$ cat config.mk
export PLATFORM = sky130hd
export DESIGN_NAME = store_half_unit_flat
export DESIGN_NICKNAME = d
export VERILOG_FILES = /design/src/rtl/store_half_unit_if.sv /design/src/rtl/store_half_unit.sv /design/src/flat_wrapper.sv
export SDC_FILE = /design/constraint.sdc
export NUM_CORES = 1
export LEC_CHECK = 0
export ABC_AREA = 1
export CORE_AREA = 5 5 92 94
export DETAILED_ROUTE_END_ITERATION = 12
export DIE_AREA = 0 0 97 99
export DONT_BUFFER_PORTS = 1
export MAX_ROUTING_LAYER = met4
export PLACE_DENSITY = 0.77
export SLEW_MARGIN = 20
export SYNTH_ARGS = -nofsm -noshare
export SYNTH_HDL_FRONTEND = slang
export SYNTH_SLANG_ARGS = --single-unit
export TNS_END_PERCENT = 20
$ cat constraint.sdc
create_clock -name clock -period 3.8 [get_ports clock]
set_input_delay 0.38 -clock clock [delete_from_list [all_inputs] [get_ports clock]]
set_output_delay 0.38 -clock clock [all_outputs]
set_load 0.03 [all_outputs]
$ cat src/rtl/store_half_unit_if.sv
// Request/memory bundle for the store-halfword unit. The unit is the slave on the
// request side (start/endereco/dado) and the master on the word-memory side.
interface store_half_unit_if #(
    parameter int ADDR_W = 32
);
    // Request: start is a one-cycle pulse, taken only while busy is low; done
    // pulses once per taken request. Memory: mem_rd stays high until mem_rvalid,
    // mem_wr stays high (address/data stable) until mem_wack; a strobe seen while
    // its request is low carries no meaning.
    logic              start;
    logic [ADDR_W-1:0] endereco;
    logic [31:0]       dado;
    logic              busy;
    logic              done;
    logic              erro_alinhamento;
    logic              overflow;
    logic [2:0]        fsm_state;
    logic [ADDR_W-1:0] mem_addr;
    logic              mem_rd;
    logic [31:0]       mem_rdata;
    logic              mem_rvalid;
    logic              mem_wr;
    logic [31:0]       mem_wdata;
    logic              mem_wack;

    modport slave (
        input  start, endereco, dado, mem_rdata, mem_rvalid, mem_wack,
        output busy, done, erro_alinhamento, overflow, fsm_state,
               mem_addr, mem_rd, mem_wr, mem_wdata
    );

    modport master (
        output start, endereco, dado, mem_rdata, mem_rvalid, mem_wack,
        input  busy, done, erro_alinhamento, overflow, fsm_state,
               mem_addr, mem_rd, mem_wr, mem_wdata
    );
endinterface

$ cat src/rtl/store_half_unit.sv
// Store-halfword path: truncates a 32-bit register to 16 bits and replaces one
// halfword of a 32-bit memory word via read-modify-write.
module store_half_unit #(
    parameter int ADDR_W = 32
) (
    input  logic              clock,
    input  logic              reset,
    store_half_unit_if.slave  bus
);

    typedef enum logic [2:0] {
        IDLE  = 3'd0,
        READ  = 3'd1,
        MERGE = 3'd2,
        WRITE = 3'd3,
        DONE  = 3'd4
    } state_t;

    state_t            state;
    state_t            state_next;

    logic              accept;
    logic              ovf_in;
    logic              hi_q;
    logic [15:0]       half_q;
    logic [31:0]       old_q;
    logic [31:0]       wdata_q;
    logic [ADDR_W-1:0] addr_q;
    logic              erro_q;
    logic              ovf_q;

    assign accept = (state == IDLE) && bus.start;

    // Value fits a signed halfword only when bits 31..15 are all copies of the sign.
    assign ovf_in = !((&bus.dado[31:15]) || !(|bus.dado[31:15]));

    always_ff @(posedge clock) begin
        if (reset) begin
            state <= IDLE;
        end else begin
            state <= state_next;
        end
    end

    always_comb begin
        state_next = state;
        case (state)
            IDLE: begin
                if (bus.start) begin
                    state_next = bus.endereco[0] ? DONE : READ;
                end
            end
            READ: begin
                if (bus.mem_rvalid) begin
                    state_next = MERGE;
                end
            end
            MERGE: state_next = WRITE;
            WRITE: begin
                if (bus.mem_wack) begin
                    state_next = DONE;
                end
            end
            DONE:    state_next = IDLE;
            default: state_next = IDLE;
        endcase
    end

    always_ff @(posedge clock) begin
        if (reset) begin
            hi_q    <= 1'b0;
            half_q  <= '0;
            old_q   <= '0;
            wdata_q <= '0;
            addr_q  <= '0;
            erro_q  <= 1'b0;
            ovf_q   <= 1'b0;
        end else begin
            if (accept) begin
                hi_q   <= bus.endereco[1];
                half_q <= bus.dado[15:0];
                addr_q <= {bus.endereco[ADDR_W-1:2], 2'b00};
                erro_q <= bus.endereco[0];
                ovf_q  <= ovf_in;
            end
            if (state == READ && bus.mem_rvalid) begin
                old_q <= bus.mem_rdata;
            end
            // Little-endian: byte offset 2 selects the upper halfword.
            if (state == MERGE) begin
                wdata_q <= hi_q ? {half_q, old_q[15:0]} : {old_q[31:16], half_q};
            end
        end
    end

    assign bus.busy             = (state != IDLE);
    assign bus.done             = (state == DONE);
    assign bus.mem_rd           = (state == READ);
    assign bus.mem_wr           = (state == WRITE);
    assign bus.mem_addr         = addr_q;
    assign bus.mem_wdata        = wdata_q;
    assign bus.erro_alinhamento = erro_q;
    assign bus.overflow         = ovf_q;
    assign bus.fsm_state        = state;

endmodule

$ cat src/flat_wrapper.sv
// flat-port wrapper written by rule: the top's interface ports become plain ports
module store_half_unit_flat 
#(
    parameter int ADDR_W = 32
)
  (clock, reset, bus_start, bus_endereco, bus_dado, bus_mem_rdata, bus_mem_rvalid, bus_mem_wack, bus_busy, bus_done, bus_erro_alinhamento, bus_overflow, bus_fsm_state, bus_mem_addr, bus_mem_rd, bus_mem_wr, bus_mem_wdata);
  store_half_unit_if #(.ADDR_W(ADDR_W)) bus_i ();
  input  logic clock;
  input  logic reset;
  input wire logic [$bits(bus_i.start)-1:0] bus_start;
  input wire logic [$bits(bus_i.endereco)-1:0] bus_endereco;
  input wire logic [$bits(bus_i.dado)-1:0] bus_dado;
  input wire logic [$bits(bus_i.mem_rdata)-1:0] bus_mem_rdata;
  input wire logic [$bits(bus_i.mem_rvalid)-1:0] bus_mem_rvalid;
  input wire logic [$bits(bus_i.mem_wack)-1:0] bus_mem_wack;
  output wire logic [$bits(bus_i.busy)-1:0] bus_busy;
  output wire logic [$bits(bus_i.done)-1:0] bus_done;
  output wire logic [$bits(bus_i.erro_alinhamento)-1:0] bus_erro_alinhamento;
  output wire logic [$bits(bus_i.overflow)-1:0] bus_overflow;
  output wire logic [$bits(bus_i.fsm_state)-1:0] bus_fsm_state;
  output wire logic [$bits(bus_i.mem_addr)-1:0] bus_mem_addr;
  output wire logic [$bits(bus_i.mem_rd)-1:0] bus_mem_rd;
  output wire logic [$bits(bus_i.mem_wr)-1:0] bus_mem_wr;
  output wire logic [$bits(bus_i.mem_wdata)-1:0] bus_mem_wdata;
  assign bus_i.start = bus_start;
  assign bus_i.endereco = bus_endereco;
  assign bus_i.dado = bus_dado;
  assign bus_i.mem_rdata = bus_mem_rdata;
  assign bus_i.mem_rvalid = bus_mem_rvalid;
  assign bus_i.mem_wack = bus_mem_wack;
  assign bus_busy = bus_i.busy;
  assign bus_done = bus_i.done;
  assign bus_erro_alinhamento = bus_i.erro_alinhamento;
  assign bus_overflow = bus_i.overflow;
  assign bus_fsm_state = bus_i.fsm_state;
  assign bus_mem_addr = bus_i.mem_addr;
  assign bus_mem_rd = bus_i.mem_rd;
  assign bus_mem_wr = bus_i.mem_wr;
  assign bus_mem_wdata = bus_i.mem_wdata;
  store_half_unit #(.ADDR_W(ADDR_W)) u_core (.clock(clock), .reset(reset), .bus(bus_i));
endmodule
==> key figures <==
Outcome
  – Status: complete, no violations

Synthesis
  – Register area share after synthesis: 50.7%
  – Number of synthesis warnings: 0
  – Synth Cell Area: 4580 um^2
  – Cells after Synth: 624
  – Flops & latches, synth: 116
  – Synth cell types: 23
  – Average size of a mapped cell: 7.35 um^2

Critical path
  – Worst setup SP type: flip-flop
  – Reg2Reg Depth: 6
  – Critical Path RT: 4.15 ns
  – Worst-path fanout max: 63
  – Crit path from: u_core.bus.fsm_state[1]
  – Internal reg-to-reg setup slack: 1.09 ns
  – Crit path max-delay family: simple AND/OR/NAND/NOR gates
  – Setup Crit Path Kind: flip-flop to flip-flop
  – Critical path arrival: 3.06 ns
  – Crit-path cells: nor2_2 -> nand2_1 -> nor2_4 -> inv_2 -> o21ai_0 -> a21oi_1
  – CP peak stage delay: 0.59 ns
  – Buffer and inverter count on the worst path: 1
  – Slowest CP cell: nor2_4
  – Reg-to-reg startpoint: u_core.bus.fsm_state[1]
  – Worst R2R End: u_core.half_q[6]
  – CP Capture Type: flip-flop

STA
  – Final setup violation count: 0
  – Fin Clk Skew: 0.00891 ns
  – Fin Hold WS: 0.0239 ns
  – Setup tns final: 0 ns
  – Worst relative slew slack: 33.0%
  – Period Utilization, post-route: 71.3%
  – Hold Fails Final Rpt: 0
  – Achievable Freq: 0.369 GHz
  – Final Max Slew Viols: 0
  – Worst Max-Slew Pin Slew: 1.01 ns
  – RSZ-0062 raised after global routing: no
  – Fin crit period: 2.71 ns
  – Final WS setup: 1.09 ns

Hold path
  – Hold path depth: 2
  – Hold wc startpoint: bus_mem_rdata[8]
  – Hold Crit Endpoint: u_core.old_q[8]
  – Worst min-delay path class: primary input to flip-flop

Finish
  – Commonest non-fill, non-tap cell in the layout: o21ai_0
  – # diodes: 0
  – Commonest non-fill, non-tap cells in the layout: o21ai_0 (141), dfxtp_1 (115), nor2_1 (108), inv_1 (70), a21oi_1 (68)
  – FF+latch area: 2320 um^2
  – Multi-input gate area: 1780 um^2
  – Fill cells: 619
  – Layout Nets: 713
  – Final Instance Count excl. Fillers: 726
  – Final core utilization: 69.2%
  – Area delta synth->final: 14.3%
  – Post-Layout Inst Area: 5240 um^2
  – Share of layout cells above drive strength 1: 7.37%

Clock network
  – Cts repair resizes: 0
  – Clk root buf: clkbuf_8
  – CTS tree: done
  – CTS H-tree depth: 4
  – Worst skew pair latency: 0.49 ns
  – CTS Sinks: 116
  – CTS Buffer Depth: 2
  – Total setup buffers inserted after CTS: 0
  – Cts hold-fix bufs: 9
  – CTS buffer count: 17
  – Reg clk slew, reported paths: 0.06 ns

Die
  – Die Wd: 97 um
  – Die footprint: 9600 um^2
  – Row cnt: 32
  – Core ar.: 7570 um^2
  – Initial Util: 60.6%
  – Die span in y: 99 um
  – # IOs: 174

Global route
  – Largest net degree at the start of global routing: 77
  – Grt total ovfl: 0
  – Total Routing Usage GR: 23.6%
  – Initial antenna violation count: 0
  – First-pass GRT wire length: 18100 um
  – Number of global-route vias before repair: 3802

Routing
  – First-pass iteration count of the detailed router: 5
  – Post-DRT Antenna Nets: 0
  – Detailed-route wire length: 11200 um
  – Routed vias: 3950
  – Remaining DRCs: 0
  – Initial DRC count: 229
  – Drt wl/cell: 15.5 um
  – Vias per cell: 5.44

Power and ir drop
  – Sequential Power Share: 44.8%
  – Maximum vdd drop: 0.512 mV
  – PwrDens: 689 nW/um^2
  – Internal: 2.56 mW
  – Sw Pwr: 1.05 mW
  – Clock power frac: 45.5%
  – Comb power frac: 9.6%
  – Lkg Pwr: 2.06 nW
  – Total power: 3.61 mW
  – Switching share of power: 29.1%

Place
  – Dpl ws: 1.16 ns
  – # port buffers: 0
  – GP Congestion: 0.838
  – HPWL after DPL: 7450 um
  – DP Area: 4530 um^2
  – # placed instances: 686

Job
  – Max_cap viols: 0
registers in the layout, summed over array words and instances (netlist names):
signal	cells
u_core.old_q	32
u_core.hi_q	1
u_core.bus.erro_alinhamento	1
u_core.bus.fsm_state	3
u_core.bus.mem_wdata	32
u_core.bus.mem_addr	30
u_core.half_q	16
u_core.bus.overflow	1
power by group through the flow:
stage / Combinational, mW / Sequential (mW) / Clock [mW]
6_report: 0.348 / 1.62 / 1.64
3_5_place_dp: 0.339 / 1.64 / 0
2_1_floorplan: 0.317 / 1.59 / 0
4_1_cts: 0.349 / 1.62 / 1.67
3_3_place_gp: 0.323 / 1.64 / 0
5_1_grt: 0.405 / 1.64 / 1.73
cell type report:
| class | count | share of cell area [%] |
|---|---|---|
| Clock inverter | 12 | 3.39 |
| Sequential cell | 116 | 44.4 |
| Timing Repair Buffer | 11 | 2.01 |
| Tap cell | 102 | 2.44 |
| Clock buffer | 19 | 8.43 |
| Multi-Input combinational cell | 391 | 34.0 |
| Inverter | 75 | 5.37 |
how the worst max path moves through the flow:
stage | end | slack, ns | cells after the start
2_1_floorplan | bus_done | 2.12 | 2
3_3_place_gp | u_core.half_q[6] | 1.24 | 6
3_5_place_dp | u_core.half_q[15] | 1.16 | 6
4_1_cts | u_core.half_q[6] | 1.11 | 6
5_1_grt | u_core.half_q[11] | 0.80 | 6
6_report | u_core.half_q[6] | 1.09 | 6
cells in the mapped netlist:
cell type	n	share of area (%)
o21ai_0	141	15
dfxtp_1	116	51
nor2_1	108	8.8
inv_1	71	5.8
a21oi_1	68	7.4
nand2_1	50	4.1
clkbuf_1	23	1.9
buf_2	12	1.3
nand3_1	6	0.66
o21ai_1	5	0.55
inv_2	4	0.33
buf_6	3	0.74
nor3_1	3	0.33
buf_1	2	0.16
buf_4	2	0.33
nor2_2	2	0.27
nor2_4	2	0.49
a31oi_1	1	0.14
clkbuf_2	1	0.11
conb_1	1	0.082
nand2_2	1	0.14
nand4_1	1	0.14
or2_2	1	0.14
metal layers:
layer | vias up | GRT usage [%] | share of wire [%]
met1 | 1824 | 27.2 | 40
met4 | 0 | 7.67 | 0.86
li1 | 1978 | - | -
met3 | 8 | 8.78 | 9.7
met5 | - | - | 0
met2 | 140 | 38.2 | 50
logic make-up after synthesis:
logic type             synth area share [%]
buffers and inverters                  10.7
DFF                                    50.7
and+or+nand+nor                        15.1
AOI/OAI and AO/OA                      23.5
other                                0.0818
Note: power is estimated with default switching activity, not from simulation.
